### src/rtl/mp_add_pkg.sv
// Shared types and defaults for the multi-precision add sequencer.
package mp_add_pkg;

  typedef enum logic [1:0] {
    IDLE = 2'd0,
    RUN  = 2'd1,
    DONE = 2'd2
  } mp_state_t;

  localparam int CHUNK_DEF   = 8;
  localparam int NCHUNKS_DEF = 4;

  function automatic int mp_width(input int chunk, input int nchunks);
    return chunk * nchunks;
  endfunction

endpackage

### src/rtl/mp_add_chunk.sv
// Combinational CHUNK-bit adder slice; also exposes the carry into its MSB for overflow detection.
module mp_add_chunk #(
  parameter int CHUNK = 8
) (
  input  logic [CHUNK-1:0] a,
  input  logic [CHUNK-1:0] b,
  input  logic             cin,
  output logic [CHUNK-1:0] s,
  output logic             cout,
  output logic             c_msb
);

  logic [CHUNK:0] total;

  assign total = {1'b0, a} + {1'b0, b} + {{CHUNK{1'b0}}, cin};
  assign s     = total[CHUNK-1:0];
  assign cout  = total[CHUNK];
  // The MSB sum bit is a^b^carry_in, so the carry into it falls out by XOR.
  assign c_msb = total[CHUNK-1] ^ a[CHUNK-1] ^ b[CHUNK-1];

endmodule

### src/rtl/mp_add_seq.sv
// Multi-precision add sequencer: one CHUNK-bit adder reused over NCHUNKS cycles, LS chunk first.
// Optional macro MP_ADD_SUB_EN adds a 'sub' port for a-b.
module mp_add_seq
  import mp_add_pkg::*;
#(
  parameter int  CHUNK   = CHUNK_DEF,
  parameter int  NCHUNKS = NCHUNKS_DEF,
  localparam int WIDTH   = mp_width(CHUNK, NCHUNKS)
) (
  input  logic             clk,
  input  logic             rst_n,
  input  logic             start,
  input  logic [WIDTH-1:0] a,
  input  logic [WIDTH-1:0] b,
  input  logic             cin,
`ifdef MP_ADD_SUB_EN
  input  logic             sub,
`endif
  output logic             busy,
  output logic             done,
  output logic [WIDTH-1:0] sum,
  output logic             cout,
  output logic             ovf
);

  localparam int             IDX_W = (NCHUNKS > 1) ? $clog2(NCHUNKS) : 1;
  localparam logic [IDX_W-1:0] LAST = IDX_W'(NCHUNKS - 1);

  mp_state_t        state_q, state_d;
  logic [IDX_W-1:0] idx;
  logic             carry;
  logic [WIDTH-1:0] a_q, b_q;
  logic [WIDTH-1:0] b_cap;
  logic             c_cap;
  logic             accept;
  logic [CHUNK-1:0] a_sl, b_sl, ch_s;
  logic             ch_cout, ch_msb;

`ifdef MP_ADD_SUB_EN
  // Subtraction as a + ~b + 1; cin is ignored in that mode.
  assign b_cap = sub ? ~b : b;
  assign c_cap = sub ? 1'b1 : cin;
`else
  assign b_cap = b;
  assign c_cap = cin;
`endif

  assign accept = start && (state_q != RUN);
  assign busy   = (state_q == RUN);
  assign done   = (state_q == DONE);

  always_comb begin
    state_d = state_q;
    case (state_q)
      IDLE:    if (start) state_d = RUN;
      RUN:     if (idx == LAST) state_d = DONE;
      DONE:    state_d = start ? RUN : IDLE;
      default: state_d = IDLE;
    endcase
  end

  always_ff @(posedge clk) begin
    if (!rst_n) state_q <= IDLE;
    else        state_q <= state_d;
  end

  always_comb begin
    a_sl = '0;
    b_sl = '0;
    for (int i = 0; i < NCHUNKS; i++) begin
      if (idx == IDX_W'(i)) begin
        a_sl = a_q[i*CHUNK +: CHUNK];
        b_sl = b_q[i*CHUNK +: CHUNK];
      end
    end
  end

  mp_add_chunk #(.CHUNK(CHUNK)) u_chunk (
    .a     (a_sl),
    .b     (b_sl),
    .cin   (carry),
    .s     (ch_s),
    .cout  (ch_cout),
    .c_msb (ch_msb)
  );

  // Operand capture: data only, left out of reset.
  always_ff @(posedge clk) begin
    if (accept) begin
      a_q <= a;
      b_q <= b_cap;
    end
  end

  always_ff @(posedge clk) begin
    if (!rst_n) begin
      idx   <= '0;
      carry <= 1'b0;
      sum   <= '0;
      cout  <= 1'b0;
      ovf   <= 1'b0;
    end else if (accept) begin
      idx   <= '0;
      carry <= c_cap;
      sum   <= '0;
      cout  <= 1'b0;
      ovf   <= 1'b0;
    end else if (state_q == RUN) begin
      for (int i = 0; i < NCHUNKS; i++) begin
        if (idx == IDX_W'(i)) sum[i*CHUNK +: CHUNK] <= ch_s;
      end
      carry <= ch_cout;
      if (idx == LAST) begin
        cout <= ch_cout;
        ovf  <= ch_msb ^ ch_cout;
        idx  <= '0;
      end else begin
        idx  <= idx + IDX_W'(1);
      end
    end
  end

endmodule

### config.mk
export PLATFORM = sky130hd
export DESIGN_NAME = mp_add_seq
export DESIGN_NICKNAME = d
export VERILOG_FILES = /design/src/rtl/mp_add_pkg.sv /design/src/rtl/mp_add_chunk.sv /design/src/rtl/mp_add_seq.sv
export SDC_FILE = /design/constraint.sdc
export NUM_CORES = 1
export LEC_CHECK = 0
export CAP_MARGIN = 40
export CORE_AREA = 2 2 102 104
export DETAILED_ROUTE_END_ITERATION = 6
export DIE_AREA = 0 0 104 106
export HOLD_SLACK_MARGIN = 0.05
export PLACE_DENSITY_LB_ADDON = 0.12
export RECOVER_POWER = 100
export SETUP_SLACK_MARGIN = 0.3
export SKIP_LAST_GASP = 1
export SLEW_MARGIN = 20
export SYNTH_ARGS = -nofsm -noshare
export SYNTH_HDL_FRONTEND = slang
export SYNTH_HIERARCHICAL = 1
export SYNTH_SLANG_ARGS = --single-unit
### constraint.sdc
create_clock -name clk -period 4.5 [get_ports clk]
set_clock_uncertainty 0.1 [all_clocks]
set_input_delay 0.9 -clock clk [delete_from_list [all_inputs] [get_ports clk]]
set_output_delay 0.9 -clock clk [all_outputs]
set_load 0.01 [all_outputs]
Word-level counts from Yosys, hierarchy flattened
Cells that the tools add are included.
- add/sub/neg operators: 3
- reduce and logical (&&, ||, !) cells: 10
- bitwise gates (word level): 4
- equal/unequal tests: 8
- multiplexer cells: 15
- operators by type and width (operator ; count):
    8-bit 2-to-1 mux ; 8
    2-bit AND reduction ; 5
    8-bit by 8-bit adder with 9-bit output ; 1
    9-bit by 1-bit adder with 9-bit output ; 1
    2-bit equality test (second input constant) ; 3
    2-bit 2-to-1 mux ; 3
    2-bit one-hot mux with 3 select lines ; 1
    2-bit by 1-bit equality test with 1-bit output (second input constant) ; 2
    2-bit logical NOT ; 2
    2-bit by 1-bit != test with 1-bit output (second input constant) ; 2
    1-bit 2-to-1 mux ; 3
    1-bit XOR ; 3
    2-bit by 1-bit adder with 2-bit output (second input constant) ; 1
    2-bit != test (second input constant) ; 1
    2-bit nonzero test ; 1
    2-bit OR reduction ; 1
    1-bit logical AND ; 1
    1-bit inverter ; 1
- bits of input ports: 68
- logic and storage cells: 51
- register bits after elaboration: 103
- output and inout bits: 36

Depth between registers and ports, before layout
Gate-level depths: netlist of the first run.
- depth after elaboration: 10
- depth in mapped cells: 15
- gate-level depth less buffers: 13

By module
The synthesis of the first run kept the hierarchy.
- modules (own cells, without submodules) (module ; area each (um^2) ; times used ; seq. area each (um^2) ; cells each):
    mp_add_seq ; 4008.8 ; 1 ; 2702.6 ; 354
    mp_add_chunk ; 376.6 ; 1 ; 0.0 ; 44

Worst setup path after synthesis of the first run
OpenSTA, ideal clock, no wires.
- path type: input to register
- start: input port start
- end: register a_q[0] (enable)
- stages: 2
- data required time: 3914 ps
- buffers on the path: 0
- arrival time: 3670 ps
- path slack: 244 ps
- setup time: 486 ps
- path through: inv_1 -> nor2_1
- longest elaborated chain between the ends: 1
- RTL lines (element ; RTL line ; text):
    from (decl) ; mp_add_seq.sv:12 ; input logic start,
    1-bit logical AND ; mp_add_seq.sv:48 ; assign accept = start && (state_q != RUN);
    net accept ; mp_add_seq.sv:35 ; logic accept;
    to (signal assigned) ; mp_add_seq.sv:90 ; a_q <= a;
    to (decl) ; mp_add_seq.sv:32 ; logic [WIDTH-1:0] a_q, b_q;
The timed path passes the listed nets, and every way through them passes these cells.
A chain may end at the register's enable or synchronous reset.

Worst setup path after layout of the first run
- start: register idx[0]
- end: register ovf
- elaborated cells on any way between the ends: 18
- classes of those cells: add/sub: 2; eq/ne: 3; mux: 8; bitwise: 3; reduce/logical: 2
- RTL lines (element ; RTL line ; text):
    from (decl) ; mp_add_seq.sv:30 ; logic [IDX_W-1:0] idx;
    from (signal assigned) ; mp_add_seq.sv:118 ; idx <= idx + IDX_W'(1);
    2-bit logical NOT ; mp_add_seq.sv:71 ; if (idx == IDX_W'(i)) begin
    8-bit 2-to-1 mux (3 in series) ; mp_add_seq.sv:71 ;
    8-bit 2-to-1 mux (*) ; mp_add_seq.sv:71 ;
    net b_sl[1] ; mp_add_seq.sv:36 ; logic [CHUNK-1:0] a_sl, b_sl, ch_s;
    8-bit by 8-bit adder with 9-bit output (*) ; mp_add_chunk.sv:15 ; assign total = {1'b0, a} + {1'b0, b} + {{CHUNK{1'b0}}, cin};
    9-bit by 1-bit adder with 9-bit output (*) ; mp_add_chunk.sv:15 ;
    net ch_cout ; mp_add_seq.sv:37 ; logic ch_cout, ch_msb;
    1-bit XOR (*) ; mp_add_seq.sv:115 ; ovf <= ch_msb ^ ch_cout;
    to (signal assigned) ; mp_add_seq.sv:115 ;
    to (decl) ; mp_add_seq.sv:23 ; output logic ovf
Mark *: on every way through the listed nets, which the timed path passes. The rest lies on a longest branch.

==> results.json, run 1 <==
{
  "drt-initial-drc-count": 147,
  "cpLargestDelayFamily": "compound AO/OA/AOI/OAI gates",
  "synthTopCellsByArea": "edfxtp_1 (44%), dfxtp_1 (18%), a21oi_1 (8.1%)",
  "cts.path.max_buffers": 2,
  "min_delay_path_depth": 2,
  "drive_above_1_share": 0.0540,
  "hp-start": "sum[3]",
  "vdd_drop_max_mv": 0.155,
  "path_buf_inv": 2,
  "grt_max_degree": 65,
  "power_frac_clock": 0.268,
  "clock_latency_ns": 0.36,
  "violations": "max-capacitance violations, max-slew violations",
  "worstSetupPathDepth": 13,
  "io_pins": 104,
  "coreArea_um2": 10000,
  "power_density_nw_per_um2": 353,
  "cts_hold_buf": 0,
  "timing.final.crit_share": 0.854,
  "synth_top_area_frac": 0.438,
  "rsz0062_at_grt": "no",
  "netlist_instances": 398,
  "dieArea_um2": 11000,
  "crit_required_ns": 4.67,
  "max_freq_ghz": 0.260,
  "finalWirelength_um": 9440,
  "rr_worst_depth": 13,
  "crit_start": "idx[0]",
  "power.leakage_nw": 2.17,
  "cp-end-kind": "flop",
  "critical_path_peak_fanout": 27,
  "power_mw": 2.00,
  "place_area_um2": 5510,
  "synth.avg_cell_area_um2": 11.0,
  "drc": 0,
  "worstReg2RegStart": "idx[0]",
  "critPathKind": "flop to flop",
  "dp_hpwl_um": 6880,
  "grt.busiest_layer": "met2",
  "routabilityCongestion": 0.818,
  "dp_cells": 619,
  "min_period_ns": 3.84,
  "dr.pass1.iters": 4,
  "die_w_um": 104,
  "cts.reportedPaths.clkPinSlew_ns": 0.10,
  "crit_slowest_cell": "fa_1",
  "track_usage": 0.177,
  "internal_power_mw": 1.44,
  "numPortBuffers": 103,
  "area_delta_synth_final_pct": 29.3,
  "numClockSinks": 103,
  "power_frac_seq": 0.537,
  "holdWs_ns": 0.356,
  "via_per_inst": 5.11,
  "setup-violations-final": 0,
  "die-height_um": 106,
  "worst_pin_slew_ns": 1.52,
  "post_cts_resized": 0,
  "fin_cells": 636,
  "critPathMaxStageDelay_ns": 0.44,
  "synth-main-ff-cell": "edfxtp_1",
  "combPwrFrac": 0.195,
  "worstHoldEndpoint": "sum[3]",
  "maxCapViolations": 1,
  "start_kind": "flop",
  "layout.cell_area.non_filler_um2": 5670,
  "yosys_warnings": 6,
  "antenna_found_initial": 0,
  "syn_nets": 479,
  "cts_tree": "built",
  "vias": 3253,
  "ys_types": 41,
  "synth-edff-count": 64,
  "root_buffer": "clkbuf_8",
  "grt_pass1_vias": 3308,
  "slew_headroom": -0.0105,
  "ys_async_sr_fraction": 0,
  "syn_area_um2": 4390,
  "synth_common_cells": "a21oi_1 (71), edfxtp_1 (64), nand2_1 (63), dfxtp_1 (39), nand3_1 (24)",
  "hold_class": "flop to flop",
  "r2r_setup_slack_ns": 0.66,
  "cts_setup_buffers": 0,
  "post-synth-top-count-cell": "a21oi_1",
  "htreeDepth": 3,
  "fin_tns_setup_ns": 0,
  "critPathArrivalTime_ns": 4.01,
  "slew_viol_final": 65,
  "switching_share": 0.281,
  "nets": 576,
  "met3_usage": 0.0288,
  "ys_seq_area_frac": 0.616,
  "grt_util_met1": 0.226,
  "grtUsageMet2": 0.300,
  "ant_nets": 0,
  "rows": 37,
  "regToRegEndpoint": "ovf",
  "grt_pass1_wl_um": 15500,
  "yosys.area.top_type": "edfxtp_1",
  "overflow": 0,
  "cts_buffers": 9,
  "outcome": "finished with violations",
  "diodes": 0,
  "start_util": 0.439,
  "crit_chain": "inv_1 -> ha_1 -> clkbuf_2 -> a21oi_1 -> o21ai_0 -> a22o_1 -> fa_1 -> a21o_1 -> a21oi_1 -> o21ai_0 -> a31o_2 -> xnor2_1 -> a211oi_1",
  "hold_viol_final": 0,
  "synth_seq_cells": 103,
  "wl_per_cell_um": 14.8,
  "p_switching_mw": 0.562
}
-- sequential cells by signal, indices dropped and copies added, names as in the netlist --
name / flops
ovf: 1
sum: 32
carry: 1
b_q: 32
state_q: 2
a_q: 32
cout: 1
idx: 2
-- placed cells by master, fill, tap and decap left out, types with 9 or more instances in the layout --
master / count
clkbuf_8: 9
dlygate4sd3_1: 100
dfxtp_1: 39
o21ai_0: 21
ha_1: 11
nand3_1: 24
edfxtp_1: 64
inv_1: 22
a22o_1: 16
a21oi_1: 71
nand2_1: 63
-- layer usage --
layer	part of all wire	wire (um)
met1	0.45	4270
met2	0.48	4570
met3	0.047	444
met4	0.018	167
met5	0	0
-- worst max path at each step --
stage	end	slack (ns)
2_1_floorplan	ovf	1.02
3_3_place_gp	ovf	0.86
3_5_place_dp	ovf	0.76
4_1_cts	ovf	0.72
5_1_grt	sum[17]	0.24
6_report	ovf	0.66
-- power groups by stage --
stage          registers (mW)  logic [mW]  clock network, mW
3_3_place_gp             1.10       0.400                  0
2_1_floorplan            1.09       0.260                  0
3_5_place_dp             1.10       0.405                  0
4_1_cts                  1.07       0.407              0.551
5_1_grt                  1.08       0.431              0.580
6_report                 1.07       0.390              0.535
-- metrics by stage --
stage / utilization / worst slack, ns
floorplan: - / 1.02
global placement: 0.551 / 0.863
detailed placement: 0.551 / 0.756
CTS: 0.569 / 0.722
global route: 0.567 / 0.241
finish: 0.567 / 0.658
-- layout make-up --
class,count,area (um2)
clock buffer,10,128
timing repair buffer,110,1070
multi-input combinational,248,1460
sequential,103,2700
inverter,23,87.6
tap,136,170
clock inverter,6,52.6
fill,915,4330
-- cells by family (layout without fill, tap and decap cells) --
kind of cell               count (synthesis)  count (layout)  synth area share
muxes                                      1               1           0.00228
adders and majority gates                 13              13            0.0405
DFF                                      103             103             0.616
buffers and inverters                     47             149            0.0508
and+or+nand+nor                          106             106             0.108
AOI/OAI and AO/OA                        121             121             0.165
xor gates and xnor gates                   7               7            0.0171
-- worst min-delay path, delay by kind of cell, from the launching register on --
family / cells / cell delay (ns)
flops: 1 / 0.31
compound gates: 1 / 0.05
simple gates: 1 / 0.05
Power figures use the tool's default switching activity.
==> run 2, diff against run 1 <==
--- a/config.mk
+++ b/config.mk
@@ -6,9 +6,11 @@
 export NUM_CORES = 1
 export LEC_CHECK = 0
 export CAP_MARGIN = 40
-export CORE_AREA = 2 2 102 104
+export CELL_PAD_IN_SITES_DETAIL_PLACEMENT = 0
+export CELL_PAD_IN_SITES_GLOBAL_PLACEMENT = 1
+export CORE_AREA = 2 2 115 117
 export DETAILED_ROUTE_END_ITERATION = 6
-export DIE_AREA = 0 0 104 106
+export DIE_AREA = 0 0 117 119
 export HOLD_SLACK_MARGIN = 0.05
 export PLACE_DENSITY_LB_ADDON = 0.12
 export RECOVER_POWER = 100
==> results.json, run 2 (synthesis results as in run 1) <==
{
  "cts_setup_buffers": 0,
  "io_pins": 104,
  "drt-initial-drc-count": 143,
  "layout_common_cells": "dlygate4sd3_1 (100), a21oi_1 (71), edfxtp_1 (64)",
  "holdWs_ns": 0.350,
  "numPortBuffers": 103,
  "hold_viol_final": 0,
  "violations": "max-capacitance violations, max-slew violations",
  "numClockSinks": 103,
  "root_buffer": "clkbuf_16",
  "reg_top3": "a_q: 32 flops, b_q: 32 flops, sum: 32 flops",
  "rsz0062_at_grt": "no",
  "setup-violations-final": 0,
  "power.leakage_nw": 2.25,
  "die_w_um": 117,
  "nets": 578,
  "htreeDepth": 3,
  "via_per_inst": 4.78,
  "cts.path.max_buffers": 2,
  "critical_path_peak_fanout": 13,
  "crit_required_ns": 4.65,
  "track_usage": 0.152,
  "clock_latency_ns": 0.35,
  "grt_pass1_vias": 3200,
  "post_cts_resized": 0,
  "layout_commonest_cell": "dlygate4sd3_1",
  "outcome": "finished with violations",
  "internal_power_mw": 1.72,
  "fin_tns_setup_ns": 0,
  "vdd_drop_max_mv": 0.204,
  "grt_max_degree": 65,
  "vias": 3238,
  "power_frac_clock": 0.362,
  "slew_viol_final": 66,
  "cp-end-kind": "flop",
  "worst_pin_slew_ns": 1.51,
  "cts_buffers": 9,
  "drc": 0,
  "drive_above_1_share": 0.0538,
  "cts.reportedPaths.clkPinSlew_ns": 0.07,
  "overflow": 0,
  "pre_cts_slack_ns": 0.786,
  "start_util": 0.341,
  "power_density_nw_per_um2": 395,
  "worst_slack_ns": 0.670,
  "cts_hold_buf": 0,
  "p_switching_mw": 0.598,
  "grt_pass1_wl_um": 16000,
  "antenna_found_initial": 0,
  "ant_nets": 0,
  "critPathKind": "flop to flop",
  "combPwrFrac": 0.174,
  "diodes": 0,
  "rows": 42,
  "start_kind": "flop",
  "power_frac_seq": 0.464,
  "power_mw": 2.32,
  "switching_share": 0.258,
  "finalWirelength_um": 10200,
  "critPathArrivalTime_ns": 3.98,
  "min_period_ns": 3.83,
  "wl_per_cell_um": 15.1,
  "dieArea_um2": 13900,
  "timing.final.crit_share": 0.851,
  "routabilityCongestion": 0.747,
  "max_freq_ghz": 0.261,
  "slew_headroom": -0.00878,
  "cts_tree": "built",
  "die-height_um": 119,
  "coreArea_um2": 12900,
  "dp_hpwl_um": 7480,
  "maxCapViolations": 2,
  "area_delta_synth_final_pct": 34.0,
  "hold_class": "flop to flop",
  "dr.pass1.iters": 4
}
[run 2: worst paths after layout]
path	startpoint	end	slack, ns	cells after the start
setup / recovery	idx[0]	ovf	0.67	13
hold reg to reg	sum[31]	sum[31]	0.35	2
setup reg to reg	idx[0]	ovf	0.67	13
hold / removal	sum[31]	sum[31]	0.35	2
[run 2: final cells by class]
class | instances | area (um2)
fill | 1236 | 7000
sequential | 103 | 2700
multi-input combinational | 248 | 1460
timing repair buffer | 112 | 1080
clock buffer | 10 | 229
tap | 176 | 220
clock inverter | 6 | 92.6
inverter | 23 | 88.8
[run 2: through the flow]
| stage | instance area (um2) | utilization | instances |
|---|---|---|---|
| 2_1_floorplan | 4390 | - | 398 |
| 3_3_place_gp | 5570 | 0.433 | 661 |
| 3_5_place_dp | 5600 | 0.435 | 662 |
| 4_1_cts | 5920 | 0.460 | 678 |
| 5_1_grt | 5870 | 0.456 | 678 |
| 6_report | 5870 | 0.456 | 678 |
[run 2: layer usage]
layer  part of all wire  vias to the layer above  track usage
met5                  0                        -            0
li1                   -                     1619            -
met1               0.47                     1524        0.203
met4              0.017                        0       0.0596
met2               0.47                       85        0.246
met3              0.040                       10       0.0275
[run 2: critical path: stages (launching register included)]
cell and delay (ns):
dfxtp_1 0.35, inv_1 0.09, ha_1 0.50, clkbuf_1 0.55, nand2_1 0.10, o21ai_0 0.27, a22o_1 0.18, ha_1 0.27
o21ai_0 0.23, nor2_1 0.10, a41oi_2 0.27, xnor3_1 0.38, xnor2_1 0.13, a211oi_1 0.21
[run 2: power groups by stage]
stage | clock network (mW) | registers [mW] | logic (mW)
CTS | 0.858 | 1.08 | 0.430
finish | 0.840 | 1.08 | 0.402
detailed placement | 0 | 1.10 | 0.429
global route | 0.884 | 1.08 | 0.445
floorplan | 0 | 1.09 | 0.260
global placement | 0 | 1.10 | 0.420
